$ cat config.mk
export PLATFORM = sky130hd
export DESIGN_NAME = instance_norm_stats
export DESIGN_NICKNAME = d
export VERILOG_FILES = /design/src/rtl/instance_norm_pkg.sv /design/src/rtl/instance_norm_acc.sv /design/src/rtl/instance_norm_stats.sv
export SDC_FILE = /design/constraint.sdc
export NUM_CORES = 2
export LEC_CHECK = 0
export BUFFER_PORTS_ARGS = -buffer_cell sky130_fd_sc_hd__buf_4
export CELL_PAD_IN_SITES_DETAIL_PLACEMENT = 1
export CELL_PAD_IN_SITES_GLOBAL_PLACEMENT = 1
export CORE_MARGIN = 2
export CORE_UTILIZATION = 45
export DETAILED_ROUTE_END_ITERATION = 12
export GPL_ROUTABILITY_DRIVEN = 0
export HOLD_SLACK_MARGIN = 0.03
export PLACE_DENSITY = 0.85
export SLEW_MARGIN = 0
export SYNTH_ARGS = -nofsm -noshare
export SYNTH_HDL_FRONTEND = slang
export SYNTH_HIERARCHICAL = 1
export SYNTH_SLANG_ARGS = --single-unit
$ cat constraint.sdc
create_clock -name clk -period 13.5 [get_ports clk]
set_clock_uncertainty 0.1 [all_clocks]
set_input_delay 0.675 -clock clk [delete_from_list [all_inputs] [get_ports clk]]
set_output_delay 0.675 -clock clk [all_outputs]
set_load 0.02 [all_outputs]
$ cat src/rtl/instance_norm_pkg.sv
// -----------------------------------------------------------------------------
// instance_norm_pkg
// Shared definitions for the instance-normalisation statistics block:
//   - state_t       : control FSM states (ACCUM, FINAL, HOLD)
//   - DEF_DATA_W    : default signed sample width
//   - DEF_N_LOG2    : default log2 of samples per instance
//   - DEF_SUM_W / DEF_SUMSQ_W and sum_width()/sumsq_width(): accumulator widths
// -----------------------------------------------------------------------------
package instance_norm_pkg;

   typedef enum logic [1:0] {
      ST_ACCUM = 2'd0,
      ST_FINAL = 2'd1,
      ST_HOLD  = 2'd2
   } state_t;

   localparam int DEF_DATA_W = 16;
   localparam int DEF_N_LOG2 = 10;

   // Signed sum of N samples needs N_LOG2 guard bits; the sum of squares
   // likewise grows by N_LOG2 bits over a single 2*DATA_W square.
   localparam int DEF_SUM_W   = DEF_DATA_W + DEF_N_LOG2;
   localparam int DEF_SUMSQ_W = 2 * DEF_DATA_W + DEF_N_LOG2;

   function automatic int sum_width(input int data_w, input int n_log2);
      return data_w + n_log2;
   endfunction

   function automatic int sumsq_width(input int data_w, input int n_log2);
      return 2 * data_w + n_log2;
   endfunction

endpackage

$ cat src/rtl/instance_norm_acc.sv
// -----------------------------------------------------------------------------
// instance_norm_acc
// Running sum / sum-of-squares / sample-count registers for one instance.
// Ports:
//   clk, rst_n : clock, asynchronous active-low reset
//   clr        : synchronous clear of all accumulators (wins over acc_en)
//   acc_en     : add 'sample' into the accumulators this cycle
//   sample     : signed input sample
//   sum        : signed running sum            (DATA_W+N_LOG2 bits)
//   sumsq      : unsigned running sum of sq.   (2*DATA_W+N_LOG2 bits)
//   count      : samples accepted, wraps at N  (N_LOG2 bits)
// -----------------------------------------------------------------------------
module instance_norm_acc
   import instance_norm_pkg::*;
#(
   parameter  int DATA_W  = DEF_DATA_W,
   parameter  int N_LOG2  = DEF_N_LOG2,
   localparam int SUM_W   = sum_width(DATA_W, N_LOG2),
   localparam int SUMSQ_W = sumsq_width(DATA_W, N_LOG2)
) (
   input  logic                      clk,
   input  logic                      rst_n,
   input  logic                      clr,
   input  logic                      acc_en,
   input  logic signed [DATA_W-1:0]  sample,
   output logic signed [SUM_W-1:0]   sum,
   output logic [SUMSQ_W-1:0]        sumsq,
   output logic [N_LOG2-1:0]         count
);

   logic signed [2*DATA_W-1:0] sample_x;
   logic signed [2*DATA_W-1:0] sample_sq;

   // The square of a DATA_W signed value is at most 2^(2*DATA_W-2), so it
   // is always non-negative within 2*DATA_W bits and can be zero-extended.
   always_comb begin
      sample_x  = {{DATA_W{sample[DATA_W-1]}}, sample};
      sample_sq = sample_x * sample_x;
   end

   always_ff @(posedge clk or negedge rst_n) begin
      if (!rst_n) begin
         sum   <= '0;
         sumsq <= '0;
         count <= '0;
      end else if (clr) begin
         sum   <= '0;
         sumsq <= '0;
         count <= '0;
      end else if (acc_en) begin
         sum   <= sum + $signed({{N_LOG2{sample[DATA_W-1]}}, sample});
         sumsq <= sumsq + {{N_LOG2{1'b0}}, sample_sq};
         count <= count + 1'b1;
      end
   end

endmodule

$ cat src/rtl/instance_norm_stats.sv
// -----------------------------------------------------------------------------
// instance_norm_stats
// Collects N = 2^N_LOG2 signed samples per instance and produces the mean and
// the (clamped, non-negative) variance E[x^2] - mean^2 for a downstream
// normalizer. Instance boundaries are set by the sample count only; in_last
// is merely cross-checked and disagreements are reported through len_err.
// Ports:
//   clk, rst_n  : clock, asynchronous active-low reset
//   valid_in    : sample valid           ready_in : block can accept (registered)
//   input_data  : signed sample, Q(DATA_W/2).(DATA_W/2)
//   in_last     : producer's last-sample marker, qualified by the accept
//   valid_out   : statistics valid       ready_out: consumer takes statistics
//   mean_out    : signed mean, same format as input_data (floor)
//   var_out     : unsigned variance, Q(DATA_W).(DATA_W)
//   len_err     : in_last disagreed with the count, qualified by valid_out
// -----------------------------------------------------------------------------
module instance_norm_stats
   import instance_norm_pkg::*;
#(
   parameter int DATA_W = DEF_DATA_W,
   parameter int N_LOG2 = DEF_N_LOG2
) (
   input  logic                 clk,
   input  logic                 rst_n,
   input  logic                 valid_in,
   output logic                 ready_in,
   input  logic [DATA_W-1:0]    input_data,
   input  logic                 in_last,
   output logic                 valid_out,
   input  logic                 ready_out,
   output logic [DATA_W-1:0]    mean_out,
   output logic [2*DATA_W-1:0]  var_out,
   output logic                 len_err
);

   localparam int SUM_W   = sum_width(DATA_W, N_LOG2);
   localparam int SUMSQ_W = sumsq_width(DATA_W, N_LOG2);
   localparam int VAR_W   = 2 * DATA_W;
   localparam logic [N_LOG2-1:0] LAST_CNT = '1;

   state_t state;
   state_t state_next;

   logic                      accept;
   logic                      last_slot;
   logic                      load_stats;
   logic                      clr_acc;
   logic                      err;
   logic                      err_next;

   logic signed [SUM_W-1:0]   sum;
   logic [SUMSQ_W-1:0]        sumsq;
   logic [N_LOG2-1:0]         count;

   logic signed [DATA_W-1:0]  mean_c;
   logic [VAR_W-1:0]          ex2_c;
   logic signed [VAR_W-1:0]   mean_x;
   logic signed [VAR_W-1:0]   mean_sq;
   logic [VAR_W-1:0]          var_c;

   // Rounding of E[x^2] - mean^2 can push the difference slightly below zero
   // (e.g. a floored negative mean); a variance is never negative.
   function automatic logic [VAR_W-1:0] clamp_var(input logic signed [VAR_W:0] diff);
      return diff[VAR_W] ? '0 : diff[VAR_W-1:0];
   endfunction

   instance_norm_acc #(
      .DATA_W (DATA_W),
      .N_LOG2 (N_LOG2)
   ) u_acc (
      .clk    (clk),
      .rst_n  (rst_n),
      .clr    (clr_acc),
      .acc_en (accept),
      .sample ($signed(input_data)),
      .sum    (sum),
      .sumsq  (sumsq),
      .count  (count)
   );

   always_comb begin
      state_next = state;
      accept     = 1'b0;
      load_stats = 1'b0;
      clr_acc    = 1'b0;
      case (state)
         ST_ACCUM: begin
            accept = valid_in;
            if (valid_in && (count == LAST_CNT)) begin
               state_next = ST_FINAL;
            end
         end
         ST_FINAL: begin
            load_stats = 1'b1;
            state_next = ST_HOLD;
         end
         ST_HOLD: begin
            if (ready_out) begin
               clr_acc    = 1'b1;
               state_next = ST_ACCUM;
            end
         end
         default: state_next = ST_ACCUM;
      endcase
   end

   always_comb begin
      last_slot = (count == LAST_CNT);
      if (clr_acc) begin
         err_next = 1'b0;
      end else begin
         err_next = err | (accept & (in_last ^ last_slot));
      end
   end

   // FINAL stage: the accumulators already hold all N samples here
   always_comb begin
      mean_c  = DATA_W'(sum >>> N_LOG2);
      ex2_c   = VAR_W'(sumsq >> N_LOG2);
      mean_x  = {{DATA_W{mean_c[DATA_W-1]}}, mean_c};
      mean_sq = mean_x * mean_x;
      var_c   = clamp_var($signed({1'b0, ex2_c}) - $signed({1'b0, mean_sq}));
   end

   // ready_in / valid_out are registered from the next state, so ready_out
   // never reaches ready_in combinationally.
   always_ff @(posedge clk or negedge rst_n) begin
      if (!rst_n) begin
         state     <= ST_ACCUM;
         ready_in  <= 1'b1;
         valid_out <= 1'b0;
         err       <= 1'b0;
      end else begin
         state     <= state_next;
         ready_in  <= (state_next == ST_ACCUM);
         valid_out <= (state_next == ST_HOLD);
         err       <= err_next;
      end
   end

   // Result registers: loaded once in FINAL, stable through HOLD
   always_ff @(posedge clk or negedge rst_n) begin
      if (!rst_n) begin
         mean_out <= '0;
         var_out  <= '0;
         len_err  <= 1'b0;
      end else if (load_stats) begin
         mean_out <= mean_c;
         var_out  <= var_c;
         len_err  <= err;
      end
   end

endmodule

* After elaboration in Yosys (flattened, before gate mapping) *
Cells that the tools add are included.

storage, ports and cells
  flip-flop bits (word level) = 132
  input port bits = 21
  output and inout port bits = 51
  logic and storage cells = 42

cells by class
  add/subtract/negate cells = 4
  multiply operators = 2
  equal/unequal tests = 4
  mux-type cells = 15
  bitwise logic cells = 3
  reduce and logical (&&, ||, !) cells = 4

operators with widths
  cell                     number
  $mux W42                 2
  $mul A16 B16 Y32         2
  $mux W26                 2
  $add A42 B32 Y42         1
  $sub A32 B32 Y33         1
  $mux W32                 1
  $add A26 B16 Y26         1
  $mux W10                 2
  $add A10 B1 Y10 const B  1
  $eq A10 B10 Y1 const B   1
  $pmux W2 S3              1
  $mux W1                  5
  $eq A2 B2 Y1 const B     2
  $logic_not A2 Y1         2
  $mux W2                  2
  $eq A2 B1 Y1 const B     1
  $reduce_bool A2 Y1       1
  $and A1 B1 Y1            1
  $logic_and A1 B1 Y1      1
  $or A1 B1 Y1             1
  $xor A1 B1 Y1            1

* Logic depth before layout (Yosys ltp) *
  depth after elaboration = 5
  mapped depth = 36
  mapped depth without buffers = 34

* Cells and area by module *
Netlist, hierarchy kept.

modules (own cells, without submodules)
  module               instances  cells an instance  area an instance (um^2)  sequential area each (um^2)
  instance_norm_acc    1          1,650              14,933.1                 1,951.9
  instance_norm_stats  1          1,346              12,445.7                 1,352.5

* Least setup slack after synthesis *
Ideal clock, no wire load.

  kind = input to register
  start point = in input_data[4]
  end point = reg u_acc.sumsq[32]
  setup time = 0.133 ns
  data arrival time = 8.411 ns
  data required time = 13.267 ns
  slack = 4.855 ns
  cell stages on the path = 28
  buffers on the path = 2
  cell sequence = clkbuf_1 -> clkbuf_1 -> nand2_1 -> inv_1 -> fa_1 -> inv_1 -> fa_1 -> inv_1 -> fa_1 -> fa_1 -> fa_1 -> inv_1 -> fa_1 -> inv_1 -> ha_1 -> and3_1 -> a32o_1 -> or4_1 -> o221ai_2 -> xnor2_1 -> ha_1 -> a21oi_1 -> and2b_1 -> nor4_1 -> a2111oi_4 -> a2111oi_4 -> or3_2 -> a21oi_1

on the way
  word-level cells in the longest chain between the ends = 4

ends and longest elaborated chain
  item                  RTL line                   source
  from (decl)           instance_norm_stats.sv:27  input logic [DATA_W-1:0] input_data,
  $mul A16 B16 Y32      instance_norm_acc.sv:38    sample_sq = sample_x * sample_x;
  $add A42 B32 Y42      instance_norm_acc.sv:52    sumsq <= sumsq + {{N_LOG2{1'b0}}, sample_sq};
  $mux W42              instance_norm_acc.sv:50    end else if (acc_en) begin
  $mux W42              instance_norm_acc.sv:46    end else if (clr) begin
  to (signal assigned)  instance_norm_acc.sv:52
  to (decl)             instance_norm_acc.sv:27    output logic [SUMSQ_W-1:0] sumsq,

Every way passes these cells. The select of a mux whose other input is x is not followed.
A chain may end at the register's enable or synchronous reset.

* Final worst setup path *
  start point = reg u_acc.sum[19]
  end point = reg var_out[31]

on the way
  word-level cells in the longest chain between the ends = 3

ends and longest elaborated chain
  item                    RTL line                    source
  from (decl)             instance_norm_acc.sv:26     output logic signed [SUM_W-1:0] sum,
  from (signal assigned)  instance_norm_acc.sv:51     sum <= sum + $signed({{N_LOG2{sample[DATA_W-1]}}, sample});
  $mul A16 B16 Y32        instance_norm_stats.sv:121  mean_sq = mean_x * mean_x;
  $sub A32 B32 Y33        instance_norm_stats.sv:122  var_c = clamp_var($signed({1'b0, ex2_c}) - $signed({1'b0, mean_sq}));
  $mux W32                instance_norm_stats.sv:64   return diff[VAR_W] ? '0 : diff[VAR_W-1:0];
  to (signal assigned)    instance_norm_stats.sv:149  var_out <= var_c;
  to (decl)               instance_norm_stats.sv:32   output logic [2*DATA_W-1:0] var_out,

Every way passes these cells.

==> metrics.csv <==
stage;metric;value;unit
status;outcome;finished clean;
critical_path;Worst Path Arrival;10.13;ns
synthesis;top_reg_cell synth;dfrtp_1;
synthesis;Synth Instances;2996;
sta;Worst Tran Pin Value;1.16;ns
job;Max Cap Viol;0;
synthesis;Synth Register Bits;132;
clock_network;cts repair resizes;0;
clock_network;clock-pin slew on the worst setup and hold paths;0.07;ns
critical_path;R2R Setup Slk;3.62;ns
synthesis;sequential fraction of the synthesis area;12.1;%
clock_network;postcts setup bufs;0;
critical_path;CP Capture Type;register;
sta;Worst slew margin;22.6;%
critical_path;CP max FO;26;
detailed_routing;DRC;0;
clock_network;hold buffers post-CTS;0;
synthesis;Syn Area/Cell;9.14;µm²
critical_path;CP most frequent cell;fa_1;
clock_network;H-Tree Level Count;4;
critical_path;RR Endpoint;var_out[31];
sta;Final Cycle Share;73.2;%
placement;dpl hpwl;66.9;mm
critical_path;reg-to-reg critical path startpoint;u_acc/sum[19];
grt;GR Util All Layers;26.9;%
die;die area;62800;µm²
critical_path;worst setup path class;reg -> reg;
detailed_routing;Vias/cell;5.54;
grt;gr ovfl total;0;
grt;largest net degree at the start of global routing;90;
synthesis;Yosys cell types;94;
detailed_routing;TritonRoute pass-1 iters;7;
sta;max frequency;101;MHz
grt;vias in the first global route;24600;
placement;Port-buffer cells;71;
detailed_routing;1st-iter DRT viols;1151;
synthesis;Post-Synthesis Cell Area;27400;µm²
placement;post-place instance area;28700;µm²
sta;RSZ-0062 raised after global routing;no;
die;# rows;90;
sta;Final Max Slew Viols;0;
synthesis;Synth Warn #;6;
clock_network;clock buffer depth;2;
clock_network;clk sink count;132;
critical_path;Critical Path Start Type;register;
clock_network;clock latency on the worst-skew pair;0.45;ns
final_layout;# nets final;3789;
clock_network;root buf cell;clkbuf_16;
grt;initial antenna violation count;0;
final_layout;Layout area overhead;6.90;%
critical_path;Register-to-Register Path Depth;30;
hold_path;Worst Hold Class;in -> async;
clock_network;CTS buffer count;17;
detailed_routing;via count;21100;
clock_network;CTS tree;built;
sta;Period minus WS final;9.88;ns
die;Initial Util;45.4;%
sta;TNS Setup;0;ns
critical_path;crit-path max cell delay;1.01;ns
die;Die X;251;µm
final_layout;design area;29300;µm²
die;Chip Height;251;µm
grt;first-pass GRT wire length;132;mm
detailed_routing;post-DR wirelength/cell;21.4;µm
final_layout;layout cell share with drive strength beyond 1;6.00;%
synthesis;Post-synth ARST share;100;%
die;Core Box Area;60200;µm²
sta;Fin. Hold Viols;0;
die;# IOs;72;
synthesis;Mapped Nets;3764;
synthesis;Post-synth EDFFs;0;
critical_path;required time worst endpoint;13.74;ns
sta;Setup violations, final;0;
detailed_routing;Routed Antenna Nets;0;
detailed_routing;DRT Wirelength;81.5;mm
critical_path;slowest CP cell;dfrtp_1;
-- cell type report --
class,instances,area [µm²]
Clock inverter,15,164
Tap cell,782,978
Clock buffer,17,425
Fill cell,6971,31000
Inverter,690,2590
Sequential cell,132,3300
Multi-Input combinational cell,2095,21200
Antenna cell,2,5.00
Timing Repair Buffer,85,642
-- per-layer routing --
metal	vias up	share of wire, %	GRT usage (%)
met5	-	0	0
met4	0	4.5	12.3
met3	205	4.3	3.40
met2	549	51	47.5
met1	10900	40	32.6
li1	9480	-	-
-- cell usage in the layout, fill, tap and decap left out, types with 4 or more instances in the layout --
master	instances
inv_6	4
o21bai_1	23
a21o_1	66
inv_8	5
nor2b_1	16
o21ai_1	6
and3_1	17
o211ai_1	5
buf_4	84
inv_1	689
a22o_1	24
nand2_1	252
a32o_1	4
a31oi_1	15
xor2_1	61
a21oi_2	4
nor3_1	29
a211oi_1	20
nand2b_1	23
fa_1	475
or4_1	5
or3_1	14
a31o_2	7
dfrtp_1	131
o41ai_1	4
a21o_2	4
xnor2_1	102
a21oi_1	115
or2_2	8
and2_1	66
clkbuf_16	17
ha_1	272
mux2_2	10
o21ai_0	74
o21a_1	19
o31ai_1	28
nand3_1	34
mux2i_1	25
nand4_1	10
nor2_1	178
-- cells in the mapped netlist (all sizes together), types with 25 or more instances --
library cell | count | share of area (%)
nor3 | 29 | 0.53
clkbuf | 68 | 0.93
o31ai | 30 | 0.92
xor2 | 61 | 2.0
nand2 | 253 | 3.5
mux2i | 25 | 0.91
xnor2 | 102 | 3.3
nor2 | 181 | 2.5
fa | 475 | 35
ha | 272 | 12
inv | 689 | 9.4
o21ai | 81 | 1.5
and2 | 67 | 1.5
dfrtp | 131 | 12
nand3 | 34 | 0.62
a21o | 70 | 1.9
a21oi | 119 | 2.2
-- worst max-delay path by stage --
stage	start	endpoint	slack (ns)	depth (start not counted)
after floorplan	input_data[4]	u_acc/sumsq[32]	4.86	28
after global placement	input_data[15]	u_acc/sumsq[40]	3.74	27
after detailed placement	input_data[15]	u_acc/sumsq[41]	3.38	29
after CTS	u_acc/sum[19]	var_out[31]	3.68	31
after global routing	u_acc/sum[19]	var_out[31]	3.11	30
final	u_acc/sum[19]	var_out[31]	3.62	30
-- stage by stage --
step / utilization, % / std cells / hold WS [ns] / setup WS [ns]
after floorplan: - / 2996 / 0.279 / 4.86
after global placement: 47.6 / 3784 / 0.364 / 3.74
after detailed placement: 47.6 / 3784 / 0.377 / 3.38
after CTS: 48.6 / 3816 / 0.178 / 3.68
after global routing: 48.6 / 3816 / 0.218 / 3.11
final: 48.6 / 3818 / 0.141 / 3.62
-- sequential cells by signal, indices dropped and copies added (netlist names) --
signal / count
len_err: 1
ready_in: 1
state: 2
u_acc/sumsq: 42
var_out: 32
mean_out: 16
err: 1
u_acc/sum: 26
valid_out: 1
u_acc/count: 10
-- worst max-delay path, delay by kind of cell, from the launching register on --
family | cells | cell delay [ns]
compound gates | 14 | 3.76
fa+ha+maj | 8 | 3.65
flops | 1 | 1.01
simple gates | 5 | 0.87
xor+xnor | 1 | 0.21
buf+inv | 2 | 0.17
-- cell families (layout without fill, tap and decap cells) --
| group | count (synthesis) | in the layout | share of synthesized area, % |
|---|---|---|---|
| adder cells (fa/ha/maj) | 747 | 747 | 47.2 |
| AND/OR/NAND/NOR | 678 | 678 | 11.4 |
| AO/OA/AOI/OAI | 472 | 472 | 12.0 |
| flip-flops | 132 | 132 | 12.1 |
| buffers and inverters | 769 | 807 | 10.7 |
| XOR/XNOR | 163 | 163 | 5.21 |
| other | 0 | 2 | 0 |
| multiplexers | 35 | 35 | 1.33 |
Power is left out: the tool's default activity adds up to more than one toggle a clock period on the data nets, which glitch-free logic cannot reach.
